--- src/rtl/shift_ram_pkg.sv ---
// Shared definitions for the shift-register RAM buffer: default sizes and the
// push/pop operation encoding used by the top and the occupancy tracker.
package shift_ram_pkg;

  localparam int unsigned DATA_WIDTH_DEF = 8;
  localparam int unsigned DEPTH_DEF      = 8;

  typedef enum logic [1:0] {
    OP_NONE     = 2'b00,
    OP_PUSH     = 2'b01,
    OP_POP      = 2'b10,
    OP_PUSH_POP = 2'b11
  } op_e;

  // Encoding is chosen so {pop, push} maps directly onto the enum.
  function automatic op_e decode_op(input logic push, input logic pop);
    return op_e'({pop, push});
  endfunction

endpackage

--- src/rtl/shift_ram_buf_if.sv ---
// Bus bundle for shift_ram_buf.
//   master: producer/consumer side (drives en/push/pop/din/addr[/clr])
//   slave : buffer side (drives read, pop, occupancy and pulse outputs)
// Optional clr input exists only when SHIFT_RAM_BUF_CLR_EN is defined.
interface shift_ram_buf_if #(
  parameter int unsigned DATA_WIDTH = 8,
  parameter int unsigned DEPTH      = 8
);
  localparam int unsigned AW = $clog2(DEPTH);

`ifdef SHIFT_RAM_BUF_CLR_EN
  logic                  clr;
`endif
  logic                  en;
  logic                  push;
  logic                  pop;
  logic [DATA_WIDTH-1:0] din;
  logic [AW-1:0]         addr;
  logic [DATA_WIDTH-1:0] rd_data;
  logic                  rd_hit;
  logic [DATA_WIDTH-1:0] pop_data;
  logic                  pop_valid;
  logic [AW:0]           count;
  logic                  full;
  logic                  empty;
  logic                  overflow;
  logic                  underflow;

  modport master (
`ifdef SHIFT_RAM_BUF_CLR_EN
    output clr,
`endif
    output en, push, pop, din, addr,
    input  rd_data, rd_hit, pop_data, pop_valid, count, full, empty,
           overflow, underflow
  );

  modport slave (
`ifdef SHIFT_RAM_BUF_CLR_EN
    input  clr,
`endif
    input  en, push, pop, din, addr,
    output rd_data, rd_hit, pop_data, pop_valid, count, full, empty,
           overflow, underflow
  );

endinterface

--- src/rtl/shift_ram_buf_occ.sv ---
// Occupancy tracker for shift_ram_buf: owns count and derives full/empty
// plus the registered overflow/underflow pulses.
// Ports: clock, reset (sync, active-high), en_i, clr_i, op_i,
//        count_o, full_o, empty_o (comb from count), overflow_o, underflow_o.
module shift_ram_occ
  import shift_ram_pkg::*;
#(
  parameter  int unsigned DEPTH = DEPTH_DEF,
  localparam int unsigned AW    = $clog2(DEPTH)
) (
  input  logic        clock,
  input  logic        reset,
  input  logic        en_i,
  input  logic        clr_i,
  input  op_e         op_i,
  output logic [AW:0] count_o,
  output logic        full_o,
  output logic        empty_o,
  output logic        overflow_o,
  output logic        underflow_o
);

  localparam logic [AW:0] DEPTH_C = (AW+1)'(DEPTH);
  localparam logic [AW:0] ONE_C   = (AW+1)'(1);

  logic [AW:0] count_q, count_d;
  logic        ovf_q, ovf_d;
  logic        udf_q, udf_d;

  // Next count and pulses; push+pop at nonzero count is a pure replacement.
  always_comb begin
    count_d = count_q;
    ovf_d   = 1'b0;
    udf_d   = 1'b0;
    if (en_i) begin
      if (clr_i) begin
        count_d = '0;
      end else begin
        case (op_i)
          OP_PUSH: begin
            if (count_q == DEPTH_C) ovf_d   = 1'b1;
            else                    count_d = count_q + ONE_C;
          end
          OP_POP: begin
            if (count_q == '0) udf_d   = 1'b1;
            else               count_d = count_q - ONE_C;
          end
          OP_PUSH_POP: begin
            if (count_q == '0) begin
              udf_d   = 1'b1;
              count_d = ONE_C;
            end
          end
          default: ;
        endcase
      end
    end
  end

  always_ff @(posedge clock) begin
    if (reset) begin
      count_q <= '0;
      ovf_q   <= 1'b0;
      udf_q   <= 1'b0;
    end else begin
      count_q <= count_d;
      ovf_q   <= ovf_d;
      udf_q   <= udf_d;
    end
  end

  assign count_o     = count_q;
  assign full_o      = (count_q == DEPTH_C);
  assign empty_o     = (count_q == '0);
  assign overflow_o  = ovf_q;
  assign underflow_o = udf_q;

endmodule

--- src/rtl/shift_ram_buf.sv ---
// Shift-register RAM buffer: pushes shift every entry up one slot and write
// slot 0 (newest); pops drain the oldest valid entry; a registered indexed
// read port returns any slot with a hit flag for valid entries.
// Ports: clock, reset (sync, active-high), bus (shift_ram_buf_if.slave).
// Optional: SHIFT_RAM_BUF_CLR_EN adds bus.clr, a synchronous clear of
// entries and count that leaves rd_data/pop_data untouched.
module shift_ram_buf
  import shift_ram_pkg::*;
#(
  parameter  int unsigned DATA_WIDTH = DATA_WIDTH_DEF,
  parameter  int unsigned DEPTH      = DEPTH_DEF,
  localparam int unsigned AW         = $clog2(DEPTH)
) (
  input  logic           clock,
  input  logic           reset,
  shift_ram_buf_if.slave bus
);

  localparam logic [AW:0] DEPTH_C = (AW+1)'(DEPTH);
  localparam logic [AW:0] ONE_C   = (AW+1)'(1);

  typedef logic [DATA_WIDTH-1:0] data_t;

  data_t       mem_q [DEPTH];
  data_t       mem_d [DEPTH];
  data_t       rd_data_q, rd_data_d;
  logic        rd_hit_q, rd_hit_d;
  data_t       pop_data_q, pop_data_d;
  logic        pop_valid_q, pop_valid_d;
  logic [AW:0] count_c;
  logic        clr_c;
  op_e         op_c;

`ifdef SHIFT_RAM_BUF_CLR_EN
  assign clr_c = bus.clr;
`else
  assign clr_c = 1'b0;
`endif

  assign op_c = decode_op(bus.push, bus.pop);

  shift_ram_occ #(
    .DEPTH (DEPTH)
  ) u_occ (
    .clock       (clock),
    .reset       (reset),
    .en_i        (bus.en),
    .clr_i       (clr_c),
    .op_i        (op_c),
    .count_o     (count_c),
    .full_o      (bus.full),
    .empty_o     (bus.empty),
    .overflow_o  (bus.overflow),
    .underflow_o (bus.underflow)
  );

  // Storage, read port and pop datapath; all reads see pre-edge contents.
  always_comb begin
    mem_d       = mem_q;
    rd_data_d   = rd_data_q;
    rd_hit_d    = rd_hit_q;
    pop_data_d  = pop_data_q;
    pop_valid_d = 1'b0;
    if (bus.en) begin
      if (clr_c) begin
        for (int i = 0; i < int'(DEPTH); i++) mem_d[i] = '0;
      end else begin
        // Addresses past DEPTH only exist when DEPTH is not a power of two.
        if ((AW+1)'(bus.addr) < DEPTH_C) begin
          rd_data_d = mem_q[bus.addr];
          rd_hit_d  = ((AW+1)'(bus.addr) < count_c);
        end else begin
          rd_data_d = '0;
          rd_hit_d  = 1'b0;
        end
        if ((op_c == OP_POP || op_c == OP_PUSH_POP) && count_c != '0) begin
          pop_data_d  = mem_q[AW'(count_c - ONE_C)];
          pop_valid_d = 1'b1;
        end
        if (op_c == OP_PUSH || op_c == OP_PUSH_POP) begin
          for (int i = int'(DEPTH) - 1; i > 0; i--) mem_d[i] = mem_q[i-1];
          mem_d[0] = bus.din;
        end
      end
    end
  end

  always_ff @(posedge clock) begin
    if (reset) begin
      mem_q       <= '{default: '0};
      rd_data_q   <= '0;
      rd_hit_q    <= 1'b0;
      pop_data_q  <= '0;
      pop_valid_q <= 1'b0;
    end else begin
      mem_q       <= mem_d;
      rd_data_q   <= rd_data_d;
      rd_hit_q    <= rd_hit_d;
      pop_data_q  <= pop_data_d;
      pop_valid_q <= pop_valid_d;
    end
  end

  assign bus.rd_data   = rd_data_q;
  assign bus.rd_hit    = rd_hit_q;
  assign bus.pop_data  = pop_data_q;
  assign bus.pop_valid = pop_valid_q;
  assign bus.count     = count_c;

endmodule

--- src/flat_wrapper.sv ---
// flat-port wrapper written by rule: the top's interface ports become plain ports
module shift_ram_buf_flat import shift_ram_pkg::*;
#(
  parameter  int unsigned DATA_WIDTH = DATA_WIDTH_DEF,
  parameter  int unsigned DEPTH      = DEPTH_DEF,
  localparam int unsigned AW         = $clog2(DEPTH)
)
  (clock, reset, bus_en, bus_push, bus_pop, bus_din, bus_addr, bus_rd_data, bus_rd_hit, bus_pop_data, bus_pop_valid, bus_count, bus_full, bus_empty, bus_overflow, bus_underflow);
  shift_ram_buf_if #(.DATA_WIDTH(DATA_WIDTH), .DEPTH(DEPTH)) bus_i ();
  input  logic clock;
  input  logic reset;
  input wire logic [$bits(bus_i.en)-1:0] bus_en;
  input wire logic [$bits(bus_i.push)-1:0] bus_push;
  input wire logic [$bits(bus_i.pop)-1:0] bus_pop;
  input wire logic [$bits(bus_i.din)-1:0] bus_din;
  input wire logic [$bits(bus_i.addr)-1:0] bus_addr;
  output wire logic [$bits(bus_i.rd_data)-1:0] bus_rd_data;
  output wire logic [$bits(bus_i.rd_hit)-1:0] bus_rd_hit;
  output wire logic [$bits(bus_i.pop_data)-1:0] bus_pop_data;
  output wire logic [$bits(bus_i.pop_valid)-1:0] bus_pop_valid;
  output wire logic [$bits(bus_i.count)-1:0] bus_count;
  output wire logic [$bits(bus_i.full)-1:0] bus_full;
  output wire logic [$bits(bus_i.empty)-1:0] bus_empty;
  output wire logic [$bits(bus_i.overflow)-1:0] bus_overflow;
  output wire logic [$bits(bus_i.underflow)-1:0] bus_underflow;
  assign bus_i.en = bus_en;
  assign bus_i.push = bus_push;
  assign bus_i.pop = bus_pop;
  assign bus_i.din = bus_din;
  assign bus_i.addr = bus_addr;
  assign bus_rd_data = bus_i.rd_data;
  assign bus_rd_hit = bus_i.rd_hit;
  assign bus_pop_data = bus_i.pop_data;
  assign bus_pop_valid = bus_i.pop_valid;
  assign bus_count = bus_i.count;
  assign bus_full = bus_i.full;
  assign bus_empty = bus_i.empty;
  assign bus_overflow = bus_i.overflow;
  assign bus_underflow = bus_i.underflow;
  shift_ram_buf #(.DATA_WIDTH(DATA_WIDTH), .DEPTH(DEPTH)) u_core (.clock(clock), .reset(reset), .bus(bus_i));
endmodule
--- config.mk ---
export PLATFORM = sky130hd
export DESIGN_NAME = shift_ram_buf_flat
export DESIGN_NICKNAME = d
export VERILOG_FILES = /design/src/rtl/shift_ram_pkg.sv /design/src/rtl/shift_ram_buf_if.sv /design/src/rtl/shift_ram_buf_occ.sv /design/src/rtl/shift_ram_buf.sv /design/src/flat_wrapper.sv
export SDC_FILE = /design/constraint.sdc
export NUM_CORES = 1
export LEC_CHECK = 0
export CORE_ASPECT_RATIO = 1.75
export CORE_UTILIZATION = 54
export CTS_CLUSTER_DIAMETER = 40
export CTS_CLUSTER_SIZE = 14
export DETAILED_ROUTE_END_ITERATION = 7
export DONT_BUFFER_PORTS = 1
export PLACE_DENSITY = 0.69
export SLEW_MARGIN = 20
export SYNTH_ARGS = -nofsm -noshare
export SYNTH_HDL_FRONTEND = slang
export SYNTH_SLANG_ARGS = --single-unit
--- constraint.sdc ---
create_clock -name clock -period 2.92 [get_ports clock]
set_input_delay 0.292 -clock clock [delete_from_list [all_inputs] [get_ports clock]]
set_output_delay 0.292 -clock clock [all_outputs]
set_load 0.01 [all_outputs]
Word-level counts from Yosys, hierarchy flattened
Cells that the tools add are included.
- register bits after elaboration: 88
- bits of input ports: 16
- add/sub/neg operators: 2
- order comparisons: 3
- equal/unequal tests: 7
- muxes and demuxes: 13
- bitwise operators: 5
- reductions and logical operators: 13
- operator list (cell ; number):
    $bmux W8 S3 ; 2
    $mux W8 ; 4
    $mux W4 ; 3
    $pmux W4 S3 ; 1
    $ge A4 B4 Y1 const B ; 2
    $not A3 Y4 ; 2
    $ne A2 B2 Y1 const B ; 3
    $reduce_or A3 Y1 ; 2
    $reduce_and A5 Y1 ; 1
    $add A4 B1 Y4 const B ; 1
    $eq A2 B2 Y1 const B ; 2
    $eq A4 B4 Y1 const B ; 1
    $logic_not A4 Y1 ; 1
    $lt A3 B4 Y1 ; 1
    $reduce_and A2 Y1 ; 2
    $reduce_bool A4 Y1 ; 1
    $reduce_or A2 Y1 ; 2
    $sub A4 B1 Y4 const B ; 1
    $mux W1 ; 3
    $not A1 Y1 ; 3
    $reduce_bool A3 Y1 ; 1
    $eq A2 B1 Y1 const B ; 1
    $logic_or A1 B1 Y1 ; 2
    $logic_and A1 B1 Y1 ; 1

Depth between registers and ports, before layout
Gate-level depths: netlist of the first run.
- depth in word-level cells: 5
- gate-level depth with buffers: 9
- depth with buffers taken out: 7

Hierarchy
Synthesis of the first run repeated with hierarchy kept, for this count alone.
- cell total of the unflattened synthesis: 454
- area total of the unflattened synthesis: 4235.3 µm²
- by module, submodules not included (module ; times used ; cells each ; area an instance (µm²) ; sequential area each (µm²)):
    shift_ram_buf ; 1 ; 409 ; 3849.9 ; 1641.6
    shift_ram_occ ; 1 ; 45 ; 385.4 ; 120.1

Least setup slack after synthesis of the first run
Ideal clock, no wire load.
- kind: reg-to-reg
- from: register u_core.u_occ.count_q[0] (netlist: u_core.u_occ.count_o[0])
- to: register u_core.pop_data_q[0] (netlist: u_core.bus.pop_data[0])
- arrival time: 2.182 ns
- data required time: 2.802 ns
- path slack: 0.620 ns
- cell stages (with the launch flop): 10
- path buffers: 4
- clock period less this slack: 2.300 ns
- cells stage by stage: dfxtp_1 > buf_4 > buf_4 > inv_1 > ha_1 > buf_2 > buf_2 > mux4_2 > mux2i_1 > o2bb2ai_1
- word-level cells in the longest chain between the ends: 5
- elaborated cells on any way between the ends: 8
- RTL lines (item ; line ; text):
    start, declared ; shift_ram_buf_occ.sv:26 ; logic [AW:0] count_q, count_d;
    start signal, assigned ; shift_ram_buf_occ.sv:66 ; count_q <= count_d;
    $sub A4 B1 Y4 ; shift_ram_buf.sv:77 ; pop_data_d = mem_q[AW'(count_c - ONE_C)];
    $not A3 Y4 (implied by the code) ; shift_ram_buf.sv:77 ;
    $bmux W8 S3 ; shift_ram_buf.sv:77 ;
    $mux W8 (implied by the code) (2 in series) ; shift_ram_buf.sv:77 ;
    end signal, assigned ; shift_ram_buf.sv:99 ; pop_data_q <= pop_data_d;
    end, declared ; shift_ram_buf.sv:28 ; data_t pop_data_q, pop_data_d;
Parallel ways exist; a longest one is shown, timed or not. The select of a mux whose other input is x is not followed.
A chain may end at the register's enable or synchronous reset.

Worst setup path in the final report of the first run
- from: register u_core.u_occ.count_q[1] (netlist: u_core.u_occ.count_o[1])
- to: register u_core.pop_data_q[5] (netlist: u_core.bus.pop_data[5])
Same word-level chain as after synthesis.

==> results of run 1 <==
==> cells in the final DEF, fill, tap and decap left out, drive strengths merged, types with 2 or more instances in the layout <==
cell type	synthesis	final
a211oi	9	9
a21o	2	2
a21oi	65	65
a31oi	2	2
buf	23	5
clkbuf	15	13
clkinv	0	3
dfxtp	88	88
ha	4	4
inv	10	10
mux2i	18	18
mux4	32	32
nand2	132	132
nand2b	3	3
nor2	10	10
o2111ai	2	2
o2bb2ai	8	8
==> cells by family after synthesis <==
group / after synthesis / share of synthesized area
AO/OA/AOI/OAI: 99 / 0.146
XOR/XNOR: 1 / 0.00656
adder cells (fa/ha/maj): 4 / 0.0119
buffers and inverters: 48 / 0.0519
flip-flops: 88 / 0.420
multiplexers: 50 / 0.215
AND/OR/NAND/NOR: 154 / 0.149
==> metal layers <==
| layer | up-vias | share of wire | GRT usage |
|---|---|---|---|
| li1 | 1519 | - | - |
| met1 | 1529 | 0.40 | 0.292 |
| met4 | 0 | 0.020 | 0.111 |
| met5 | - | 0 | 0 |
| met3 | 16 | 0.054 | 0.0512 |
| met2 | 77 | 0.52 | 0.401 |
==> worst register-to-register path: stages (launching register included) <==
cell and delay, ps:
dfxtp_1 460, inv_1 120, ha_1 530, buf_12 210, mux4_2 500, mux2i_1 140, o2bb2ai_1 80
==> path summary, 6_finish.rpt <==
path | start | endpoint | slack, ps
worst max-delay path | u_core.u_occ.count_o[1] | u_core.bus.pop_data[5] | 750
worst min-delay path | reset | u_core.u_occ.count_o[3] | 10
worst max register to register | u_core.u_occ.count_o[1] | u_core.bus.pop_data[5] | 750
worst min register to register | u_core.mem_q[5] | u_core.mem_q[5] | 470
==> report_power, final <==
group          internal [W]  switching, W  leakage, nW  total, W
sequential          0.00122     0.0000258        0.712   0.00125
clock              0.000642      0.000443        0.145   0.00108
combinational      0.000104      0.000135        0.665  0.000239
total               0.00197      0.000604         1.52   0.00257
==> sequential cells by signal (all words and copies together) (netlist names) <==
name	cells
u_core.bus.rd_data	8
u_core.u_occ.underflow_o	1
u_core.bus.rd_hit	1
u_core.u_occ.overflow_o	1
u_core.mem_q	64
u_core.bus.pop_data	8
u_core.bus.pop_valid	1
u_core.u_occ.count_o	4
==> cell type report <==
class	instances	area [um^2]	share of cell area
multi-input combinational	308	2220	0.497
sequential	88	1760	0.395
clock buffer	13	270	0.0605
tap	88	110	0.0247
timing repair buffer	5	50.0	0.0112
inverter	10	37.5	0.00841
clock inverter	3	15.0	0.00336
==> stage by stage <==
step           cells   util  worst slack [ps]  total power (W)  cell area, um^2
5_1_grt          515  0.590               584          0.00266             4470
4_1_cts          515  0.590               734          0.00259             4470
3_5_place_dp     499  0.552               758          0.00151             4180
3_3_place_gp     499  0.552               805          0.00151             4180
6_report         515  0.590               751          0.00257             4470
2_1_floorplan    444      -               620          0.00149             4200
==> metrics, run 1 <==
GRT Total Usage=0.243; # rows=42; pin count of the biggest net entering global routing=81; Worst-Margin Slew=894 ps; fin nets=442; ANT cells=0; R2R depth=6; Hold Path Stages=1; initial core utilization=0.555; worst path cell trace=inv_1 -> ha_1 -> buf_12 -> mux4_2 -> mux2i_1 -> o2bb2ai_1; Buffers on Ports=0; Yosys top cell area share=0.420; family with the most delay on the worst path=multiplexers; drt wl/cell=18.0 um; PwrDens=576 mW/mm^2; Sink Count=88; largest area contributor in the netlist=dfxtp_1; Leak=1.52 nW; Fmax=461 MHz; RSZ-0062 raised after global routing=false; CORE AREA=0.00757 mm^2; cts hold-fix bufs=0; Ys Warns=0; die extent in x=68.6 um; Synth top cells by count=nand2_1 (132), dfxtp_1 (88), a21oi_1 (65); Via density=6.10; CP Data Arrival Time=2380 ps; share of layout cells above drive strength 1=0.145; final setup TNS=0 ps; Hold/Removal Path Class=in -> reg; cells after synthesis=444; CTS root buf=clkbuf_16; ys flop type=dfxtp_1; fill count=672; Post CTS Setup Buffer Count=0; peak supply drop=0.326 mV; Final Hold Vio Count=0; first-pass GRT wire length=14.6 mm; synthesized area=0.00420 mm^2; Clock Latency Late Sink=330 ps; Iter 0 DRT Violations=227; worst path bufs/invs=2; Longest Clk Path Bufs=2; # setup viols final=0; #FFs+latches synth=88; Critical Path RT=3130 ps; EDFF count, synth=0; vias in the first global route=2,968; Worst slew margin=0.402; CP max stage cell=ha_1; Synth-to-Final Area Change=6.41%; Max stage delay on crit path=530 ps; Clock transition at path regs=60 ps; post-synthesis sequential area ratio=0.420; Final ANT Viol Nets=0; asr flop ratio synth=0; post-synthesis cell type count=42; WP depth=6; status=finished, final reports clean; via count=3,141; clock skew=3.27 ps; CTS tree=done; initial antenna violation count=0; TritonRoute pass-1 iters=4; die area=0.00814 mm^2; CP startpoint kind=flop; min Tclk post-route=2170 ps; GP Congestion=0.771; critical path endpoint category=flop; Pins Over Slew Limit=0; io pins=42; syn nets=464; crit path kind=reg -> reg; htree depth=3; max cap viols=0; Die Ht=119 um; most common cell in the netlist=nand2_1; Area contributors post-synth=dfxtp_1 (42%), mux4_2 (17%), nand2_1 (12%); PostCTS Resize Cnt=0; Min Hold Slack=14.5 ps; Remaining Overflow, GRT=0; drt drc=0; post-DP HPWL=5.94 mm; Final Cycle Share=0.743; CTS Buf Count=9; Synth Area per Inst=9.45 um^2; wirelength, routed=9.29 mm; CP max FO=11
Power figures use the tool's default switching activity.
==> run 2: changes to the inputs <==
--- a/config.mk
+++ b/config.mk
@@ -11,7 +11,7 @@
 export CTS_CLUSTER_SIZE = 14
 export DETAILED_ROUTE_END_ITERATION = 7
 export DONT_BUFFER_PORTS = 1
-export PLACE_DENSITY = 0.69
+export PLACE_DENSITY = 0.72
 export SLEW_MARGIN = 20
 export SYNTH_ARGS = -nofsm -noshare
 export SYNTH_HDL_FRONTEND = slang
==> constraint.sdc (replaced) <==
create_clock -name clock -period 1.8 [get_ports clock]
set_input_delay 0.18 -clock clock [delete_from_list [all_inputs] [get_ports clock]]
set_output_delay 0.18 -clock clock [all_outputs]
set_load 0.01 [all_outputs]
==> run 2 against run 1 <==
Compared with the run above: via count grew 4.4%; critical path depth did not move; global-route usage is essentially flat; die area is the same; final area up 5.8%; power increased by 65%; non-clock buffer count grew 24; sequential cell count unchanged; hold slack got worse by 6.4 ps; first-iteration DRC count is 17% lower; worst setup slack worse by 660 ps; critical path type unchanged.
==> metrics, run 2 (synthesis results as in run 1) <==
status=finished, final reports clean (unchanged); io pins=42 (unchanged); wirelength, routed=9.29 mm (about the same); peak supply drop=0.502 mV (was 0.326 mV); Synth-to-Final Area Change=12.6% (was 6.41%); Leak=1.65 nW (was 1.52 nW); CORE AREA=0.00757 mm^2 (unchanged); max reg flops=64 (unchanged); CTS Buf Count=9 (unchanged); Critical Path RT=2010 ps (was 3130 ps); die area=0.00814 mm^2 (unchanged); Worst-Margin Slew=471 ps (was 894 ps); Sink Count=88 (unchanged); Clock transition at path regs=60 ps (about the same); Buffers on Ports=0 (unchanged); CP max FO=3 (was 11); Hold/Removal Path Class=in -> reg (unchanged); clock skew=6.91 ps (was 3.27 ps); initial antenna violation count=0 (unchanged); fin nets=466 (was 442); # rows=42 (unchanged); post-DP HPWL=5.91 mm (was 5.94 mm); initial core utilization=0.555 (unchanged); Die Ht=119 um (unchanged); Final ANT Viol Nets=0 (unchanged); vias in the first global route=2,998 (was 2,968); CP Data Arrival Time=1920 ps (was 2380 ps); Final Util=0.625 (was 0.590); Clock Latency Late Sink=330 ps (about the same); max cap viols=0 (unchanged); GP Congestion=0.753 (was 0.771); most common cell after layout, fill and taps aside=nand2_1 (unchanged); via count=3,278 (was 3,141); # setup viols final=0 (unchanged); min Tclk post-route=1710 ps (was 2170 ps); CP startpoint kind=flop (unchanged); Via density=6.10 (about the same); GRT Total Usage=0.243 (about the same); Remaining Overflow, GRT=0 (unchanged); Fmax=585 MHz (was 461 MHz); Placed Area=0.00424 mm^2 (was 0.00418 mm^2); htree depth=3 (unchanged); CTS tree=done (unchanged); drt drc=0 (unchanged); PwrDens=899 mW/mm^2 (was 576 mW/mm^2); Longest Clk Path Bufs=2 (unchanged); Final Hold Vio Count=0 (unchanged); most frequent cells in the layout=nand2_1 (131), dfxtp_1 (87), a21oi_1 (65), mux4_2 (32), mux2i_1 (18) (was nand2_1 (131), dfxtp_1 (88), a21oi_1 (65), mux4_2 (32), mux2i_1 (18)); CTS root buf=clkbuf_16 (unchanged); pin count of the biggest net entering global routing=77 (was 81); fill count=625 (was 672); PostCTS Resize Cnt=0 (unchanged); Worst slew margin=0.686 (was 0.402); Design Area, Final=0.00473 mm^2 (was 0.00447 mm^2); critical path endpoint category=flop (unchanged); RSZ-0062 raised after global routing=false (unchanged); TritonRoute pass-1 iters=4 (unchanged); Final Cycle Share=0.950 (was 0.743); drt wl/cell=17.3 um (was 18.0 um); crit path kind=reg -> reg (unchanged); Pins Over Slew Limit=0 (unchanged); ANT cells=0 (unchanged); die extent in x=68.6 um (unchanged); share of layout cells above drive strength 1=0.167 (was 0.145); Iter 0 DRT Violations=188 (was 227); first-pass GRT wire length=14.6 mm (about the same); largest reg by FF count=u_core.mem_q (unchanged)
## run 2: changes by cell type in the layout (fill, tap and decap cells not counted)
cell | previous run | this run
dfxtp_1 | 88 | 87
ha_4 | 0 | 1
buf_16 | 0 | 1
inv_4 | 0 | 1
dlygate4sd3_1 | 0 | 11
clkbuf_1 | 1 | 2
ha_1 | 4 | 3
inv_1 | 8 | 7
clkinv_2 | 3 | 0
buf_4 | 4 | 14
buf_12 | 1 | 3
dfxtp_4 | 0 | 1
## run 2: per-stage QoR
stage | setup slack [ps] | total power [W] | cells | hold slack [ps] | TNS [ps]
3_5_place_dp | 10.8 | 0.00247 | 503 | 255 | 0
3_3_place_gp | 85.0 | 0.00246 | 503 | 253 | 0
5_1_grt | 22.5 | 0.00441 | 537 | 30.0 | 0
6_report | 90.7 | 0.00425 | 537 | 8.08 | 0
4_1_cts | 3.53 | 0.00423 | 529 | 0.541 | 0
2_1_floorplan | -90.3 | 0.00246 | 444 | 316 | -600
## run 2: timing repair
action | in CTS | in global routing
hold buffers | 12 | 0
endpoints found under the setup margin | 0 | 6
buffers inserted | 0 | 8
endpoints found under the hold margin | 77 | 0
## run 2: final cells by class
| type | count | area (um^2) | share of cell area |
|---|---|---|---|
| well taps | 88 | 110 | 0.0233 |
| multi-input cells | 308 | 2230 | 0.473 |
| repair buffers | 29 | 303 | 0.0641 |
| flip-flops and latches | 88 | 1770 | 0.374 |
| clock buffers | 14 | 274 | 0.0580 |
| inverters | 10 | 40.0 | 0.00847 |
## run 2: worst max-delay path, stage by stage, from the launching register on
cell and delay, ps:
dfxtp_1 330, inv_1 90, ha_4 300, buf_4 140, mux4_2 480, mux2i_1 160, o2bb2ai_1 80
## run 2: path summary, 6_finish.rpt
kind                                               from                       end  slack [ps]  cells past startpoint
worst max register to register  u_core.u_occ.count_o[1]    u_core.bus.pop_data[2]          90                      6
worst min-delay path                            bus_pop  u_core.u_occ.underflow_o           8                      2
worst min register to register          u_core.mem_q[4]           u_core.mem_q[4]         470                      2
worst max-delay path            u_core.u_occ.count_o[1]    u_core.bus.pop_data[2]          90                      6
## run 2: power breakdown
| group | switching [W] | internal [W] |
|---|---|---|
| Sequential | 0.0000373 | 0.00198 |
| Combinational | 0.000273 | 0.000247 |
| Clock | 0.000677 | 0.00103 |
| Total | 0.000988 | 0.00326 |
## run 2: metal layers
metal  vias up  global-route usage  share of wire
li1       1573                   -              -
met1      1610               0.282           0.40
met2        80               0.403           0.53
met3        15              0.0560          0.042
met4         0               0.118          0.029
met5         -                   0              0
==> run 3: changes to the inputs <==
--- a/config.mk
+++ b/config.mk
@@ -11,7 +11,7 @@
 export CTS_CLUSTER_SIZE = 14
 export DETAILED_ROUTE_END_ITERATION = 7
 export DONT_BUFFER_PORTS = 1
-export PLACE_DENSITY = 0.72
+export PLACE_DENSITY = 0.69
 export SLEW_MARGIN = 20
 export SYNTH_ARGS = -nofsm -noshare
 export SYNTH_HDL_FRONTEND = slang
==> constraint.sdc (replaced) <==
create_clock -name clock -period 1.64 [get_ports clock]
set_input_delay 0.164 -clock clock [delete_from_list [all_inputs] [get_ports clock]]
set_output_delay 0.164 -clock clock [all_outputs]
set_load 0.01 [all_outputs]
==> run 3 against run 2 <==
Compared with the run above: sequential power is 9.9% higher; power is 20% higher; utilization rose by 3.1 points; combinational power is 23% higher; hold slack got worse by 7.2 ps; register-to-register slack worse by 100 ps; critical endpoint is now u_core.bus.pop_data[4]; via count is 4.1% higher; sequential cell count is the same; sequential share of layout area decreased by 1.7 points; largest power group is now clock; first-iteration DRC count rose by 36%; the run now ends with setup timing left; critical path depth did not move; clock-buffer cell count did not move.
==> metrics, run 3 (synthesis results as in run 1) <==
status=finished with violations (was finished, final reports clean); failing checks=setup timing; CORE AREA=0.00757 mm^2 (unchanged); CTS Buf Count=9 (unchanged); Buffers on Ports=0 (unchanged); Design Area, Final=0.00496 mm^2 (was 0.00473 mm^2); Clock transition at path regs=60 ps (about the same); Placed Area=0.00432 mm^2 (was 0.00424 mm^2); Clk pwr share=0.441 (was 0.403); CP startpoint kind=flop (unchanged); GR Layer Usage met3=0.0579 (was 0.0560); RSZ-0062 raised after global routing=true (was false); ANT cells=0 (unchanged); Worst-Margin Slew=556 ps (was 471 ps); min Tclk post-route=1650 ps (was 1710 ps); Via density=6.15 (was 6.10); critical path endpoint category=flop (unchanged); CP max FO=5 (was 3); # setup viols final=3 (was 0); io pins=42 (unchanged); Final Hold Vio Count=0 (unchanged); Pins Over Slew Limit=0 (unchanged); reg2reg setup slack=-10 ps (was 90 ps); pin count of the biggest net entering global routing=69 (was 77); crit path kind=reg -> reg (unchanged); M2 GR Usage=0.450 (was 0.403); max reg flops=64 (unchanged); Synth-to-Final Area Change=18.1% (was 12.6%); largest reg by FF count=u_core.mem_q (unchanged); Min Hold Slack=0.889 ps (was 8.08 ps); die extent in x=68.6 um (unchanged); GRT Total Usage=0.271 (was 0.243); wirelength, routed=10.2 mm (was 9.29 mm); drt drc=0 (unchanged); Fmax=605 MHz (was 585 MHz); sequential share of power=0.433 (was 0.475); clock skew=4.58 ps (was 6.91 ps); TritonRoute pass-1 iters=5 (was 4); Sw Pwr=0.00116 W (was 0.000988 W); Iter 0 DRT Violations=256 (was 188); Remaining Overflow, GRT=0 (unchanged); share of layout cells above drive strength 1=0.186 (was 0.167); internal power=0.00395 W (was 0.00326 W); CTS tree=done (unchanged); fin nets=482 (was 466); Longest Clk Path Bufs=2 (unchanged); Clock Latency Late Sink=340 ps (was 330 ps); combinational fraction of design power=0.125 (was 0.122); max cap viols=0 (unchanged); PnR Total Power=0.00511 W (was 0.00425 W); fill count=627 (was 625); Worst slew margin=0.628 (was 0.686); drt wl/cell=18.5 um (was 17.3 um); Hold/Removal Path Class=in -> reg (unchanged); end of the critical path=u_core.bus.pop_data[4] (was u_core.bus.pop_data[2]); Die Ht=119 um (unchanged); area occupied by multi-input gates=0.00224 mm^2 (was 0.00223 mm^2); via count=3,414 (was 3,278); vias in the first global route=3,296 (was 2,998); switching portion of total power=0.227 (was 0.232); R2R depth=6 (unchanged); Critical Path RT=1860 ps (was 2010 ps); Final Cycle Share=1.01 (was 0.950); Reg-to-Reg End=u_core.bus.pop_data[4] (was u_core.bus.pop_data[2]); PnR worst setup slack=-11.7 ps (was 90.7 ps); initial antenna violation count=0 (unchanged); first-pass GRT wire length=16.0 mm (was 14.6 mm); Leak=1.78 nW (was 1.65 nW); Worst Setup SP=u_core.u_occ.count_o[0] (was u_core.u_occ.count_o[1]); Final Util=0.655 (was 0.625); most common cell after layout, fill and taps aside=nand2_1 (unchanged); post-DP HPWL=6.30 mm (was 5.91 mm); CTS root buf=clkbuf_16 (unchanged); Reg-to-Reg Start=u_core.u_occ.count_o[0] (was u_core.u_occ.count_o[1]); GR Util met1=0.300 (was 0.282); global route hottest layer=met2 (unchanged); most frequent cells in the layout=nand2_1 (131), dfxtp_1 (86), a21oi_1 (65), mux4_2 (32), dlygate4sd3_1 (20) (was nand2_1 (131), dfxtp_1 (87), a21oi_1 (65), mux4_2 (32), mux2i_1 (18)); GP Congestion=0.774 (was 0.753); PwrDens=1030 mW/mm^2 (was 899 mW/mm^2); # rows=42 (unchanged); Final ANT Viol Nets=0 (unchanged); register cell area after layout=0.00177 mm^2 (about the same); HP Start=bus_en (was bus_pop); Sink Count=88 (unchanged); peak supply drop=0.732 mV (was 0.502 mV); CP Data Arrival Time=1870 ps (was 1920 ps); die area=0.00814 mm^2 (unchanged); htree depth=3 (unchanged); initial core utilization=0.555 (unchanged)
-- run 3: cell type report --
cell class,instances,area share
Tap cell,88,0.0222
Clock buffer,14,0.0553
Multi-Input combinational cell,308,0.453
Timing Repair Buffer,45,0.0931
Sequential cell,88,0.356
Inverter,10,0.00808
Clock inverter,2,0.0121
-- run 3: layer usage --
layer | wire length (um) | up-vias | share of wire
met4 | 415 | 0 | 0.040
li1 | - | 1593 | -
met2 | 5370 | 109 | 0.52
met5 | 0 | - | 0
met3 | 588 | 28 | 0.057
met1 | 3870 | 1684 | 0.38
-- run 3: worst min path at each step --
stage / to / slack (ps) / cells past startpoint
6_report: u_core.bus.rd_data[4] / 0.9 / 2
5_1_grt: u_core.bus.rd_data[4] / 10 / 2
4_1_cts: u_core.bus.rd_data[2] / 0.5 / 2
3_5_place_dp: u_core.u_occ.count_o[3] / 240 / 1
3_3_place_gp: u_core.mem_q[2] / 240 / 1
2_1_floorplan: u_core.mem_q[56] / 300 / 2
-- run 3: power groups by stage --
stage                     clock [W]  combinational, W  sequential (W)
after global placement            0          0.000509         0.00226
after CTS                   0.00227          0.000627         0.00221
after global routing        0.00237          0.000689         0.00222
after detailed placement          0          0.000519         0.00226
after floorplan                   0          0.000442         0.00226
final                       0.00226          0.000640         0.00222
-- run 3: through the flow --
stage          instances  setup TNS (ps)  worst slack [ps]
2_1_floorplan        444           -2060              -250
3_3_place_gp         511            -210             -39.7
6_report             555           -21.9             -11.7
3_5_place_dp         511            -483             -89.7
5_1_grt              555            -433             -82.3
4_1_cts              553           -11.9             -7.78
-- run 3: worst max-delay path: stages (launching register included) --
cell       delay, ps
dfxtp_4          360
inv_4             40
ha_4             280
buf_12           120
mux4_2           490
mux2i_1          150
o2bb2ai_1         80
-- run 3: timing repair --
action,CTS,global route
hold buffers,21,0
hold endpoints to repair,77,0
setup endpoints to repair,7,10
resized for setup,3,2
buffers inserted,5,2
pin swaps,1,2
